`config.mk`:
```
export PLATFORM = sky130hd
export DESIGN_NAME = uart_rx_fifo
export DESIGN_NICKNAME = d
export VERILOG_FILES = /design/src/rtl/uart_rx_fifo_pkg.sv /design/src/rtl/uart_rx_fifo_sync_fifo.sv /design/src/rtl/uart_rx_fifo.sv
export SDC_FILE = /design/constraint.sdc
export NUM_CORES = 1
export LEC_CHECK = 0
export BUFFER_PORTS_ARGS = -buffer_cell sky130_fd_sc_hd__buf_2
export CAP_MARGIN = 10
export CELL_PAD_IN_SITES_DETAIL_PLACEMENT = 1
export CELL_PAD_IN_SITES_GLOBAL_PLACEMENT = 2
export CORE_ASPECT_RATIO = 0.7
export CORE_UTILIZATION = 41
export CTS_CLUSTER_SIZE = 20
export DETAILED_ROUTE_END_ITERATION = 7
export PLACE_DENSITY_LB_ADDON = 0.05
export REMOVE_ABC_BUFFERS = 1
export SETUP_SLACK_MARGIN = 0.5
export SYNTH_ARGS = -nofsm -noshare
export SYNTH_HDL_FRONTEND = slang
export SYNTH_SLANG_ARGS = --single-unit
```
`constraint.sdc`:
```
create_clock -name clk -period 3.34 [get_ports clk]
set_clock_uncertainty 0.1 [all_clocks]
set_input_delay 0.668 -clock clk [delete_from_list [all_inputs] [get_ports clk]]
set_output_delay 0.668 -clock clk [all_outputs]
set_load 0.005 [all_outputs]
```
`src/rtl/uart_rx_fifo_pkg.sv`:
```
// Shared constants for the UART receive FIFO: register offsets, STATUS layout,
// bus width and the bus handshake state encoding.
package uart_rx_fifo_pkg;

   localparam int UartDataBus = 32;

   localparam logic [1:0] UART_RX_DATA = 2'd0;
   localparam logic [1:0] UART_RX_STAT = 2'd1;

   localparam int STAT_EMPTY   = 0;
   localparam int STAT_FULL    = 1;
   localparam int STAT_OVERRUN = 2;
   localparam int STAT_COUNT   = 8;

   localparam int CTRL_CLR_OVR = 0;
   localparam int CTRL_FLUSH   = 1;

   typedef enum logic [1:0] {
      BUS_IDLE,
      BUS_ACK,
      BUS_HOLD
   } bus_state_e;

endpackage

```
`src/rtl/uart_rx_fifo_sync_fifo.sv`:
```
// Single-clock circular FIFO with flush; a pop frees a slot for a push in the
// same cycle, so push+pop while full keeps the incoming word.
module sync_fifo #(
   parameter int WIDTH = 8,
   parameter int DEPTH = 16,
   parameter int CW    = $clog2(DEPTH) + 1
) (
   input  logic             clk,
   input  logic             rst,
   input  logic             push,
   input  logic [WIDTH-1:0] wdata,
   input  logic             pop,
   input  logic             flush,
   output logic [WIDTH-1:0] rdata,
   output logic             full,
   output logic             empty,
   output logic [CW-1:0]    count
);

   localparam int AW = $clog2(DEPTH);
   localparam logic [CW-1:0] FULL_CNT = CW'(DEPTH);

   logic [WIDTH-1:0] mem [DEPTH];
   logic [AW-1:0]    wr_ptr, rd_ptr;
   logic             do_push, do_pop;

   assign full    = (count == FULL_CNT);
   assign empty   = (count == '0);
   assign do_pop  = pop & ~empty & ~flush;
   assign do_push = push & (~full | do_pop) & ~flush;
   assign rdata   = mem[rd_ptr];

   // Storage is deliberately left out of reset.
   always_ff @(posedge clk) begin
      if (do_push) mem[wr_ptr] <= wdata;
   end

   always_ff @(posedge clk or negedge rst) begin
      if (!rst) begin
         wr_ptr <= '0;
         rd_ptr <= '0;
         count  <= '0;
      end else if (flush) begin
         wr_ptr <= '0;
         rd_ptr <= '0;
         count  <= '0;
      end else begin
         if (do_push) wr_ptr <= wr_ptr + 1'b1;
         if (do_pop)  rd_ptr <= rd_ptr + 1'b1;
         case ({do_push, do_pop})
            2'b10:   count <= count + 1'b1;
            2'b01:   count <= count - 1'b1;
            default: count <= count;
         endcase
      end
   end

endmodule

```
`src/rtl/uart_rx_fifo.sv`:
```
// UART receive buffer: bytes from the receiver enter a FIFO, the CPU pops them
// and reads/controls status over a two-register bus port.
module uart_rx_fifo
   import uart_rx_fifo_pkg::*;
#(
   parameter int DEPTH     = 16,
   parameter int THRESHOLD = 1
) (
   input  logic                   clk,
   input  logic                   rst,
   input  logic [7:0]             rx_data_i,
   input  logic                   rx_valid_i,
   input  logic [31:0]            bus_addr_i,
   input  logic [UartDataBus-1:0] bus_data_i,
   output logic [UartDataBus-1:0] bus_data_o,
   input  logic                   bus_select_i,
   input  logic                   bus_we_i,
   output logic                   bus_ack_o,
   output logic                   irq_o
);

   localparam int CW = $clog2(DEPTH) + 1;
   localparam logic [CW-1:0] THR = CW'(THRESHOLD);

   bus_state_e             state;
   logic                   overrun;
   logic [1:0]             reg_sel;
   logic                   access, pop, flush, clr_ovr, ovr_set;
   logic [7:0]             head;
   logic                   full, empty;
   logic [CW-1:0]          count;
   logic [UartDataBus-1:0] stat_word, rd_word;
   logic                   unused_bits;

   assign unused_bits = ^{bus_addr_i[31:4], bus_addr_i[1:0],
                          bus_data_i[UartDataBus-1:2]};

   assign reg_sel = bus_addr_i[3:2];
   assign access  = (state == BUS_IDLE) & bus_select_i;
   assign pop     = access & ~bus_we_i & (reg_sel == UART_RX_DATA);
   assign flush   = access & bus_we_i & (reg_sel == UART_RX_STAT) & bus_data_i[CTRL_FLUSH];
   assign clr_ovr = access & bus_we_i & (reg_sel == UART_RX_STAT) & bus_data_i[CTRL_CLR_OVR];
   // A pop on a full FIFO frees the slot, and a flush discards the byte quietly.
   assign ovr_set = rx_valid_i & full & ~pop & ~flush;

   sync_fifo #(.WIDTH(8), .DEPTH(DEPTH), .CW(CW)) u_fifo (
      .clk   (clk),
      .rst   (rst),
      .push  (rx_valid_i),
      .wdata (rx_data_i),
      .pop   (pop),
      .flush (flush),
      .rdata (head),
      .full  (full),
      .empty (empty),
      .count (count)
   );

   always_comb begin
      stat_word                   = '0;
      stat_word[STAT_EMPTY]       = empty;
      stat_word[STAT_FULL]        = full;
      stat_word[STAT_OVERRUN]     = overrun;
      stat_word[STAT_COUNT +: CW] = count;
   end

   always_comb begin
      rd_word = '0;
      if (!bus_we_i) begin
         case (reg_sel)
            UART_RX_DATA: rd_word = empty ? '0 : {{(UartDataBus-8){1'b0}}, head};
            UART_RX_STAT: rd_word = stat_word;
            default:      rd_word = '0;
         endcase
      end
   end

   always_ff @(posedge clk or negedge rst) begin
      if (!rst) begin
         state      <= BUS_IDLE;
         bus_ack_o  <= 1'b0;
         bus_data_o <= '0;
      end else begin
         case (state)
            BUS_IDLE: begin
               if (bus_select_i) begin
                  bus_ack_o  <= 1'b1;
                  bus_data_o <= rd_word;
                  state      <= BUS_ACK;
               end
            end
            BUS_ACK: begin
               bus_ack_o <= 1'b0;
               state     <= BUS_HOLD;
            end
            BUS_HOLD: begin
               if (!bus_select_i) state <= BUS_IDLE;
            end
            default: begin
               bus_ack_o <= 1'b0;
               state     <= BUS_IDLE;
            end
         endcase
      end
   end

   // A new overrun beats a clear issued in the same cycle.
   always_ff @(posedge clk or negedge rst) begin
      if (!rst) begin
         overrun <= 1'b0;
         irq_o   <= 1'b0;
      end else begin
         overrun <= ovr_set | (overrun & ~clr_ovr);
         irq_o   <= (count >= THR) | overrun;
      end
   end

endmodule
```
# --- Yosys cells after proc, flatten, opt, wreduce, memory -nomap -nowiden ---
# Memory sizes are Yosys's and may differ from the RTL's.
# Index checks and enable logic that the tools add are counted.
totals:
  memories: 1
  out_inout_bits: 34
  mem_bits_rw: 128
  register_bits: 50
  wordCells: 72
  inputBits: 77
classes:
  n_eq_ne: 8
  n_reduce_logical: 9
  add_sub_neg: 4
  order_cmp: 1
  bitwise_logic: 25
  muxes: 16
mem_list:
  columns: ["name", "depth", "width", "read_ports", "rd_ports_with_merged_regs", "wr", "line_no", "text"]
  rows:
  - ["u_fifo.mem", 16, 8, 1, 0, 1, "uart_rx_fifo_sync_fifo.sv:23", "logic [WIDTH-1:0] mem [DEPTH];"]
ops:
  columns: ["op", "n"]
  rows:
  - ["$pmux 13 s2", 1]
  - ["$mux 4", 4]
  - ["$and 1x1->1", 15]
  - ["$mux 13", 1]
  - ["$pmux 5 s2", 1]
  - ["$add 4x1->4 const B", 2]
  - ["$mux 8", 1]
  - ["$not 1->1", 7]
  - ["$eq 2x1->1 const B", 3]
  - ["$pmux 2 s3", 1]
  - ["$reduce_and 2->1", 3]
  - ["$add 5x1->5 const B", 1]
  - ["$eq 5x5->1 const B", 1]
  - ["$ge 5x1->1 const B", 1]
  - ["$logic_not 5->1", 1]
  - ["$mux 5", 1]
  - ["$sub 5x1->5 const B", 1]
  - ["$eq 2x2->1 const B", 2]
  - ["$logic_not 2->1", 2]
  - ["$mux 2", 2]
  - ["$ne 2x2->1 const B", 2]
  - ["$reduce_bool 2->1", 2]
  - ["$mux 1", 3]
  - ["$or 1x1->1", 3]
  - ["other kinds (2)", 2]

# --- Longest topological paths before layout ---
# Gate-level depths: netlist (run 1).
logic_depth:
  depth_word: 13
  depth_mapped: 9
  mapped_depth_nobuf: 7

# --- By module ---
# A second synthesis (run 1) with hierarchy kept.
hier_totals:
  hier_cells: 438
  hier_area_um2: 6777.8
modules_own_cells:
  columns: ["mod", "cells_each", "seq_area_each_um2", "area_per_inst_um2", "instances"]
  rows:
  - ["sync_fifo", 357, 4169.0, 5868.1, 1]
  - ["uart_rx_fifo", 81, 450.4, 909.6, 1]

# --- Least setup slack after synthesis (run 1) ---
# No wires, ideal clock.
synth_path:
  kind: "input -> register"
  start: "input port bus_addr_i[3]"
  end: "memory u_fifo.mem[4][0] (enable)"
  path_buffers: 2
  path_stages: 7
  path_slack_ps: 364
  t_arrival_ps: 2505
  setup_ps: 370
  required_ps: 2870
  path_cell_list: "or4b_4 -> buf_6 -> nor3_4 -> buf_6 -> nor2_4 -> or3_4 -> nor2_1"
synth_between:
  elab_chain_len: 10
  elab_cells_between_ends: 13
  classes_between: "eq/ne (1); mux (2); bitwise (9); reduce/logical (1)"
synth_lines:
  columns: ["element", "line_no", "text"]
  rows:
  - ["start, declared", "uart_rx_fifo.sv:13", "input logic [31:0] bus_addr_i,"]
  - ["$eq 2x1->1", "uart_rx_fifo.sv:41", "assign flush = access & bus_we_i & (reg_sel == UART_RX_STAT) & bus_data_i[CTRL_FLUSH];"]
  - ["$and 1x1->1 (2 in series)", "uart_rx_fifo.sv:41", null]
  - ["$not 1->1", "uart_rx_fifo_sync_fifo.sv:29, uart_rx_fifo_sync_fifo.sv:30", null]
  - ["$and 1x1->1", "uart_rx_fifo_sync_fifo.sv:29", "assign do_pop = pop & ~empty & ~flush;"]
  - ["$or 1x1->1", "uart_rx_fifo_sync_fifo.sv:30", "assign do_push = push & (~full | do_pop) & ~flush;"]
  - ["$and 1x1->1", "uart_rx_fifo_sync_fifo.sv:30", null]
  - ["$and 1x1->1 (*)", "uart_rx_fifo_sync_fifo.sv:30", null]
  - ["$mux 1 (*)", "uart_rx_fifo_sync_fifo.sv:35", "if (do_push) mem[wr_ptr] <= wdata;"]
  - ["$mux 1 (not written as such) (*)", "uart_rx_fifo_sync_fifo.sv:35", null]
  - ["end, declared", "uart_rx_fifo_sync_fifo.sv:23", null]
# Mark *: on every way between the ends. The rest lies on a longest branch, timed or not.

# --- Worst setup path after layout (run 1) ---
layout_path:
  start: "register state[0]"
  end: "memory u_fifo.mem[8][2] (enable)"
layout_between:
  elab_chain_len: 12
  elab_cells_between_ends: 15
  classes_between: "mux (2); bitwise (12); reduce/logical (1)"
layout_lines:
  columns: ["element", "line_no", "text"]
  rows:
  - ["start, declared", "uart_rx_fifo.sv:25", "bus_state_e state;"]
  - ["start signal, assigned", "uart_rx_fifo.sv:80", "state <= BUS_IDLE;"]
  - ["start signal, assigned", "uart_rx_fifo.sv:89", "state <= BUS_ACK;"]
  - ["start signal, assigned", "uart_rx_fifo.sv:94", "state <= BUS_HOLD;"]
  - ["$logic_not 2->1 (*)", "uart_rx_fifo.sv:39", "assign access = (state == BUS_IDLE) & bus_select_i;"]
  - ["$and 1x1->1 (*)", "uart_rx_fifo.sv:39", null]
  - ["$and 1x1->1 (3 in series)", "uart_rx_fifo.sv:41", null]
  - ["$not 1->1", "uart_rx_fifo_sync_fifo.sv:29, uart_rx_fifo_sync_fifo.sv:30", null]
  - ["$and 1x1->1", "uart_rx_fifo_sync_fifo.sv:29", null]
  - ["$or 1x1->1", "uart_rx_fifo_sync_fifo.sv:30", null]
  - ["$and 1x1->1", "uart_rx_fifo_sync_fifo.sv:30", null]
  - ["$and 1x1->1 (*)", "uart_rx_fifo_sync_fifo.sv:30", null]
  - ["$mux 1 (*)", "uart_rx_fifo_sync_fifo.sv:35", null]
  - ["$mux 1 (not written as such) (*)", "uart_rx_fifo_sync_fifo.sv:35", null]
# Marked as above.

==> results.toml, run 1 <==
[timing]
rsz0062_at_grt = "no"
setup_viol_count_final = 0
final_max_slew_viol_count = 0
fin_crit_ns = 2.589
finalCritPeriodShare = 0.7750
worst_slew_pin_slew_ns = 0.7920
max_slew_margin = 0.4720
clock.fmax_mhz = 386.3
hold_viol_final = 0
tns_ns = 0

[detailed_routing]
antenna_left = 0
firstDrtPassIters = 4
drc = 0
vias_per_cell = 5.258
drt_iter0_drc = 196
wirelength_microns = 15240
num_vias = 3654
wl_per_cell_microns = 21.93

[power_and_ir_drop]
power_frac_seq = 0.456
clkPwrFrac = 0.321
powerDensity_mw_per_mm2 = 746.4
power_switching_mw = 1.714
power_frac_comb = 0.222
switching_share = 0.2930
p_int_mw = 4.135
ir_drop_v = 0.0003980
leakagePower_nw = 2.828

[worst_setup_path]
cp.arrival_ns = 2.61
r2r_setup_slack_ns = 0.75
crit_required_ns = 3.36
cp_max_fo = 8
cp_cell_sequence = "or4b_4, o31ai_4, nand3_1, nor3_1, buf_4"
startpoint_type = "flop"
reg2regPathDepth = 5
critPathMaxStageDelay_ns = 0.63
endpoint_kind = "flop"
crit_type = "reg2reg"
slowest_stage = "or4b_4"

[logic_synthesis]
synth_seq_cells = 159
ys_warn_count = 0
async_reset_ff_frac = 0.1950
ys.flop_type = "edfxtp_1"
synth_simple_gate_area_frac = 0.07780
netlist_top_cells_area = "edfxtp_1 56%, dfrtp_1 11%, mux4_2 11%, mux2i_1 2.8%, buf_4 2.1%"
synth_top_area_cell = "edfxtp_1"
syn-instance-count = 404
synth_compound_area_frac = 0.04294
postSynthAreaPerCell_sq_um = 16.88
yosysSeqAreaShare = 0.6774
yosysMostFrequentCell = "edfxtp_1"
synth-xor-area-share = 0.007706
yosysTopAreaCellShare = 0.5637
synth_edf_count = 128
synth_adder_area_share = 0.01651
synthMuxAreaShare = 0.1336
yosysUniqueCellTypes = 55
synth_common_cells = "128 x edfxtp_1, 32 x mux4_2, 31 x dfrtp_1"
synth_area_sq_mm = 0.006819
synth_top_family_by_area = "multiplexers"

[layout]
seq_area_sq_mm = 0.004622
fin_nets = 543
diodes = 0
fill_cells = 1610
drive_above_1_share = 0.2851
multi_input_area_sq_mm = 0.001976
areaGrowthSynthToFinish_pct = 14.92
stdcell_area_sq_mm = 0.007836

[placement]
gp_congestion = 0.7975
hpwl_microns = 10260
place_area_sq_mm = 0.007258
port_buffers = 31

[run]
cap_violations = 0

[clock_tree]
clk_latency_ns = 0.42
path_clk_slew_ns = 0.06
cts_tree = "done"
cts_setup_buffers = 0
cts_buffer_depth = 2
cts_root_buf = "clkbuf_16"
htree_levels = 4
cts_buffers = 17
cts_hold_buf = 0
clock_sinks = 159

[grt]
grtUsageTotal = 0.1935
grt-ovfl-total = 0
antenna_found_initial = 0
grt_max_degree = 32
grt_pass1_wl_microns = 23160
first_global_vias = 3756

[floorplanning]
dieArea_sq_mm = 0.01716
core-area_sq_mm = 0.01630
start_util = 0.4184
die_w_microns = 156.1
ios = 111
die_y_microns = 109.9
std_cell_rows = 39

[run_status]
status = "complete, no violations"

[worst_hold_path]
hold_class = "in2async"
power by group through the flow:
stage | clock (mW) | combinational [mW] | sequential (mW)
floorplan | 0 | 0.788 | 2.71
global placement | 0 | 1.30 | 2.69
detailed placement | 0 | 1.32 | 2.71
CTS | 1.93 | 1.33 | 2.67
global route | 1.99 | 1.44 | 2.71
finish | 1.88 | 1.30 | 2.67
placed cells by master (no fill, tap or decap), types with 2 or more instances in the layout:
| cell type | instances |
|---|---|
| mux4_2 | 32 |
| clkbuf_1 | 2 |
| nand3_1 | 8 |
| bufinv_16 | 2 |
| inv_6 | 2 |
| a22o_1 | 6 |
| mux2i_1 | 19 |
| o221ai_1 | 5 |
| edfxtp_1 | 128 |
| nor2_1 | 20 |
| xnor2_1 | 2 |
| ha_1 | 9 |
| and3_1 | 5 |
| nand2_1 | 21 |
| buf_2 | 31 |
| clkbuf_16 | 17 |
| xor2_1 | 4 |
| a221o_1 | 3 |
| or3_1 | 2 |
| dfrtp_1 | 29 |
| clkinv_4 | 5 |
| clkinv_2 | 2 |
| clkinv_1 | 2 |
| o31ai_1 | 2 |
| o22ai_1 | 4 |
| inv_1 | 6 |
| and2_1 | 2 |
| conb_1 | 19 |
| o21ai_0 | 7 |
| nor3_1 | 9 |
| a21oi_1 | 4 |
| dfrtp_2 | 2 |
| nand4_1 | 7 |
| nor3_2 | 2 |
| buf_4 | 25 |
sequential cells by signal, summed over array words and instances, names as in the netlist:
register / count
bus_ack_o: 1
u_fifo.mem: 128
u_fifo.count: 5
overrun: 1
irq_o: 1
state: 2
bus_data_o: 13
u_fifo.rd_ptr: 4
u_fifo.wr_ptr: 4
metal layers:
layer,up-vias,GRT usage,share of wire
met5,-,0,0
met4,0,0.04202,0.0058
met3,8,0.04888,0.039
met2,74,0.2793,0.44
met1,1915,0.2928,0.52
li1,1657,-,-
worst paths after layout:
path | start | endpoint
worst max-delay path | state[0] | u_fifo.mem[8][2]
worst min-delay path | rst | bus_ack_o
worst max register to register | state[0] | u_fifo.mem[8][2]
worst min register to register | bus_data_o[6] | bus_data_o[6]
max in group asynchronous | rst | u_fifo.count[0]
min in group clk | bus_data_o[6] | bus_data_o[6]
cells by family (layout without fill, tap and decap cells):
family | count (synthesis) | in the layout
mux | 51 | 51
compound gates | 38 | 38
simple gates | 93 | 93
other cells | 1 | 19
xor+xnor | 6 | 6
flops | 159 | 159
buf+inv | 47 | 95
fa+ha+maj | 9 | 9
worst max-delay path: cells and delay by family (launching register included):
family | cells | cell delay (ns)
and+or+nand+nor | 3 | 1.09
DFF | 1 | 0.43
AOI/OAI and AO/OA | 1 | 0.42
buffers and inverters | 1 | 0.24
timing repair:
item / CTS / global route
endpoints found under the setup margin: 0 / 11
gates resized for setup: 0 / 3
hold endpoints to repair: 0 / 0
stage by stage:
step,utilization,hold slack [ns],instances,power (mW),setup slack (ns)
finish,0.4808,0.2290,695,5.849,0.7514
detailed placement,0.4453,0.3693,663,4.031,0.3707
CTS,0.4804,0.2604,695,5.926,0.5086
global placement,0.4453,0.3588,663,3.995,0.3850
floorplan,-,0.2724,381,3.495,0.3610
global route,0.4808,0.2748,695,6.143,0.5590
area by class of cell:
cell class                      instances  area share
Sequential cell                       159      0.5898
Multi-Input combinational cell        216      0.2521
Clock buffer                           19     0.05525
Timing Repair Buffer                   57     0.04630
Tap cell                              225     0.03593
Clock inverter                         13     0.01772
Inverter                                6    0.002874
(Power assumes the default switching activity.)
==> run 2, diff against run 1 <==
--- a/config.mk
+++ b/config.mk
@@ -10,7 +10,7 @@
 export CELL_PAD_IN_SITES_DETAIL_PLACEMENT = 1
 export CELL_PAD_IN_SITES_GLOBAL_PLACEMENT = 2
 export CORE_ASPECT_RATIO = 0.7
-export CORE_UTILIZATION = 41
+export CORE_UTILIZATION = 37
 export CTS_CLUSTER_SIZE = 20
 export DETAILED_ROUTE_END_ITERATION = 7
 export PLACE_DENSITY_LB_ADDON = 0.05
==> constraint.sdc (replaced) <==
create_clock -name clk -period 2.3 [get_ports clk]
set_clock_uncertainty 0.1 [all_clocks]
set_input_delay 0.46 -clock clk [delete_from_list [all_inputs] [get_ports clk]]
set_output_delay 0.46 -clock clk [all_outputs]
set_load 0.005 [all_outputs]
==> results.toml, run 2 (same netlist as run 1, synthesis figures left out) <==
[run_status]
status = "finished, violations left"
violations = "setup timing"

[power_and_ir_drop]
powerDensity_mw_per_mm2 = 1070
ir_drop_v = 0.0004376
leakagePower_nw = 3.181

[grt]
grtUsageTotal = 0.1855
grt_max_degree = 23
antenna_found_initial = 0
met1_usage = 0.2707
met2_usage = 0.2813
first_global_vias = 3913
grt-ovfl-total = 0
grt_pass1_wl_microns = 24510
met3_usage = 0.03794
busiest_layer = "met2"

[layout]
largest_reg_flops = 128
fin_nets = 589
reg_top3 = "u_fifo.mem: 128 flops, bus_data_o: 13 flops, u_fifo.count: 5 flops"
multi_input_area_sq_mm = 0.002301
areaGrowthSynthToFinish_pct = 28.70
diodes = 0
fin_util = 0.4874
layout_commonest_cell = "edfxtp_1"
largest-register = "u_fifo.mem"
stdcell_count = 752
final_cell_mix = "128 x edfxtp_1, 32 x mux4_2, 32 x buf_4"
seq_area_sq_mm = 0.004621
fill_cells = 1703
drive_above_1_share = 0.4302

[floorplanning]
core-area_sq_mm = 0.01801
std_cell_rows = 41
die_w_microns = 164.3
start_util = 0.3787
dieArea_sq_mm = 0.01899
die_y_microns = 115.6
ios = 111

[clock_tree]
clock_sinks = 159
cts_root_buf = "clkbuf_16"
path_clk_slew_ns = 0.07
cts_buffer_depth = 2
htree_levels = 4
cts_buffers = 17
clk_latency_ns = 0.42
cts_tree = "done"

[run]
cap_violations = 0

[worst_setup_path]
cp_max_fo = 8
critical_path.startpoint = "state[0]"
crit_type = "reg2reg"
startpoint_type = "flop"
r2r_start = "state[0]"
endpoint_kind = "flop"
crit_required_ns = 2.32
cp.arrival_ns = 2.47

[placement]
port_buffers = 31
hpwl_microns = 11060
gp_congestion = 0.7823
dp_cells = 702

[timing]
tns_ns = -9.507
worst_slack_ns = -0.1454
max_slew_margin = 0.5905
rsz0062_at_grt = "yes"
worst_slew_pin_slew_ns = 0.6127
clock.fmax_mhz = 408.9
finalCritPeriodShare = 1.063
fin_crit_ns = 2.445
final_max_slew_viol_count = 0
hold_viol_final = 0
setup_viol_count_final = 129
hold_slack_ns = 0.2290

[detailed_routing]
drt_iter0_drc = 216
drc = 0
firstDrtPassIters = 4
num_vias = 3893
antenna_left = 0
wirelength_microns = 16620
wl_per_cell_microns = 22.10
vias_per_cell = 5.177

[worst_hold_path]
min_from = "bus_select_i"
hold_class = "in2reg"
==> run 2: critical path, cell delays in order (launching register included) <==
cell	delay, ns
dfrtp_1	0.38
or4b_4	0.59
o31ai_4	0.34
buf_6	0.15
nand4_1	0.20
nor2_2	0.19
buf_6	0.18
==> run 2: worst paths after layout <==
check                                         end  slack [ns]  cells past startpoint
worst max register to register  u_fifo.mem[10][7]       -0.15                      6
worst min-delay path                     state[1]        0.23                      3
max in group asynchronous           bus_data_o[4]        1.29                      3
min in group asynchronous         u_fifo.count[1]        0.36                      2
worst min register to register      bus_data_o[3]        0.40                      2
worst max-delay path            u_fifo.mem[10][7]       -0.15                      6
==> run 2: routing by layer <==
layer  wire length, microns  vias to the layer above  part of all wire
li1                       -                     1757                 -
met1                   8292                     2057              0.50
met2                   7721                       68              0.46
met3                    476                       11             0.029
met4                    129                        0            0.0078
met5                      0                        -                 0
==> run 2: layout make-up <==
| cell class | count | share of cell area |
|---|---|---|
| timing repair buffer | 103 | 0.1075 |
| clock buffer | 18 | 0.04890 |
| sequential | 159 | 0.5265 |
| inverter | 6 | 0.002566 |
| clock inverter | 14 | 0.01868 |
| tap | 236 | 0.03365 |
| multi-input combinational | 216 | 0.2622 |
==> run 2: what timing repair did <==
action	in CTS	in global routing
hold buffers	1	0
endpoints found under the setup margin	150	150
resized for setup	89	19
hold endpoints to repair	9	0
pin swaps	25	16
buffers inserted	10	7
==> run 2: stage by stage <==
stage	power, mW	cell area [sq um]	worst slack (ns)
final	9.394	8776	-0.1454
after global routing	9.823	8776	-0.1984
after CTS	9.348	8632	-0.1181
after detailed placement	6.089	7570	-0.4653
after global placement	6.036	7570	-0.4619
after floorplan	5.076	6613	-0.4710
==> run 2: report_power, final <==
part,internal [mW],switching (mW)
Clock,1.71,1.15
Sequential,3.51,0.313
Combinational,1.34,1.38
==> run 3, diff against run 2 <==
--- a/config.mk
+++ b/config.mk
@@ -15,7 +15,7 @@
 export DETAILED_ROUTE_END_ITERATION = 7
 export PLACE_DENSITY_LB_ADDON = 0.05
 export REMOVE_ABC_BUFFERS = 1
-export SETUP_SLACK_MARGIN = 0.5
+export SETUP_SLACK_MARGIN = 0.02
 export SYNTH_ARGS = -nofsm -noshare
 export SYNTH_HDL_FRONTEND = slang
 export SYNTH_SLANG_ARGS = --single-unit
==> results.toml, run 3 (same netlist as run 1, synthesis figures left out) <==
[run_status]
status = "finished, violations left"
violations = "setup timing"

[layout]
largest-register = "u_fifo.mem"
layout_commonest_cell = "edfxtp_1"
reg_top3 = "u_fifo.mem: 128 flops, bus_data_o: 13 flops, u_fifo.count: 5 flops"
final_cell_mix = "128 x edfxtp_1, 42 x buf_4, 32 x mux4_2"
fin_util = 0.4704
fin_nets = 583
areaGrowthSynthToFinish_pct = 24.20
drive_above_1_share = 0.3804
largest_reg_flops = 128
diodes = 0

[power_and_ir_drop]
ir_drop_v = 0.0004591
leakagePower_nw = 3.104
powerDensity_mw_per_mm2 = 1076

[grt]
grt_pass1_wl_microns = 23960
grt-ovfl-total = 0
antenna_found_initial = 0
first_global_vias = 3858
grtUsageTotal = 0.1814
grt_max_degree = 23

[worst_setup_path]
startpoint_type = "flop"
reg2regPathDepth = 6
cp.arrival_ns = 2.43
cp_cell_sequence = "or4b_4, nor3_4, nor2_4, or3_4, nor3_4, buf_6"
crit_required_ns = 2.32
r2r_start = "state[0]"
cpMostUsedCell = "nor3_4"
crit_type = "reg2reg"
slowest_stage = "or4b_4"
r2r_setup_slack_ns = -0.11
critPathMaxStageDelay_ns = 0.58
endpoint_kind = "flop"
timing.rr.end = "u_fifo.mem[0][3]"
cp_max_fo = 8

[timing]
hold_slack_ns = 0.2282
fin_crit_ns = 2.415
max_slew_margin = 0.5908
finalCritPeriodShare = 1.050
clock.fmax_mhz = 414.1
final_max_slew_viol_count = 0
setup_viol_count_final = 76
rsz0062_at_grt = "yes"
worst_slack_ns = -0.1146
tns_ns = -4.188
hold_viol_final = 0
worst_slew_pin_slew_ns = 0.6124

[floorplanning]
ios = 111
die_w_microns = 164.3
die_y_microns = 115.6
start_util = 0.3787
std_cell_rows = 41
core-area_sq_mm = 0.01801
dieArea_sq_mm = 0.01899

[detailed_routing]
antenna_left = 0
firstDrtPassIters = 4
drc = 0
wirelength_microns = 16190
vias_per_cell = 5.155
num_vias = 3846
wl_per_cell_microns = 21.70
drt_iter0_drc = 231

[worst_hold_path]
hold_class = "in2reg"
min_path_cells = 3
min_from = "bus_select_i"
hold_path_end = "state[1]"

[clock_tree]
htree_levels = 4
cts_tree = "done"
clock_sinks = 159
clk_latency_ns = 0.42
path_clk_slew_ns = 0.07
cts_buffer_depth = 2
cts_buffers = 17
cts_root_buf = "clkbuf_16"

[placement]
gp_congestion = 0.7823
port_buffers = 31
hpwl_microns = 11060

[run]
cap_violations = 0
run 3: layout make-up:
type                    count  area, sq um
repair buffers             97        817.0
flip-flops and latches    159         4623
fillers                  1726         9537
inverters                   6        22.52
clock buffers              18        429.2
multi-input cells         216         2118
well taps                 236        295.3
clock inverters            14        163.9
run 3: timing repair:
item,in CTS,in global routing
hold buffers,1,0
resized for setup,28,26
pin swaps,5,5
endpoints found under the setup margin,137,139
hold endpoints to repair,9,0
setup buffers,3,9
run 3: critical path, delay by kind of cell (launching register included):
family / cells / cell delay (ns)
simple gates: 5 / 1.42
flops: 1 / 0.38
buf+inv: 1 / 0.19
run 3: how the worst max path moves through the flow:
| stage | startpoint | to | slack (ns) | cells after the start |
|---|---|---|---|---|
| final | state[0] | u_fifo.mem[0][3] | -0.11 | 6 |
| after global routing | state[0] | u_fifo.mem[3][1] | -0.18 | 6 |
| after floorplan | bus_addr_i[3] | u_fifo.mem[4][0] | -0.47 | 5 |
| after CTS | state[0] | u_fifo.mem[3][7] | -0.12 | 6 |
| after detailed placement | bus_addr_i[3] | u_fifo.mem[3][7] | -0.47 | 7 |
| after global placement | bus_addr_i[3] | u_fifo.mem[3][7] | -0.46 | 7 |
run 3: layer usage:
layer | GRT usage | vias up | wire, microns | part of all wire
met5 | 0 | - | 0 | 0
met3 | 0.03794 | 8 | 785 | 0.048
li1 | - | 1744 | - | -
met1 | 0.2675 | 2011 | 7882 | 0.49
met4 | 0.05679 | 0 | 124 | 0.0077
met2 | 0.2689 | 83 | 7398 | 0.46
run 3: through the flow:
stage	total power, mW	std cells	instance area [sq um]	worst slack, ns
floorplan	5.076	381	6613	-0.4710
CTS	9.078	738	8312	-0.1227
global placement	6.036	702	7570	-0.4619
global route	9.545	746	8469	-0.1768
detailed placement	6.089	702	7570	-0.4653
finish	9.109	746	8469	-0.1146
run 3: where the power goes:
part | internal [mW] | leakage, nW | total, mW | switching, mW
logic | 1.20 | 1.26 | 2.45 | 1.25
clock network | 1.71 | 0.292 | 2.86 | 1.15
registers | 3.51 | 1.55 | 3.81 | 0.295
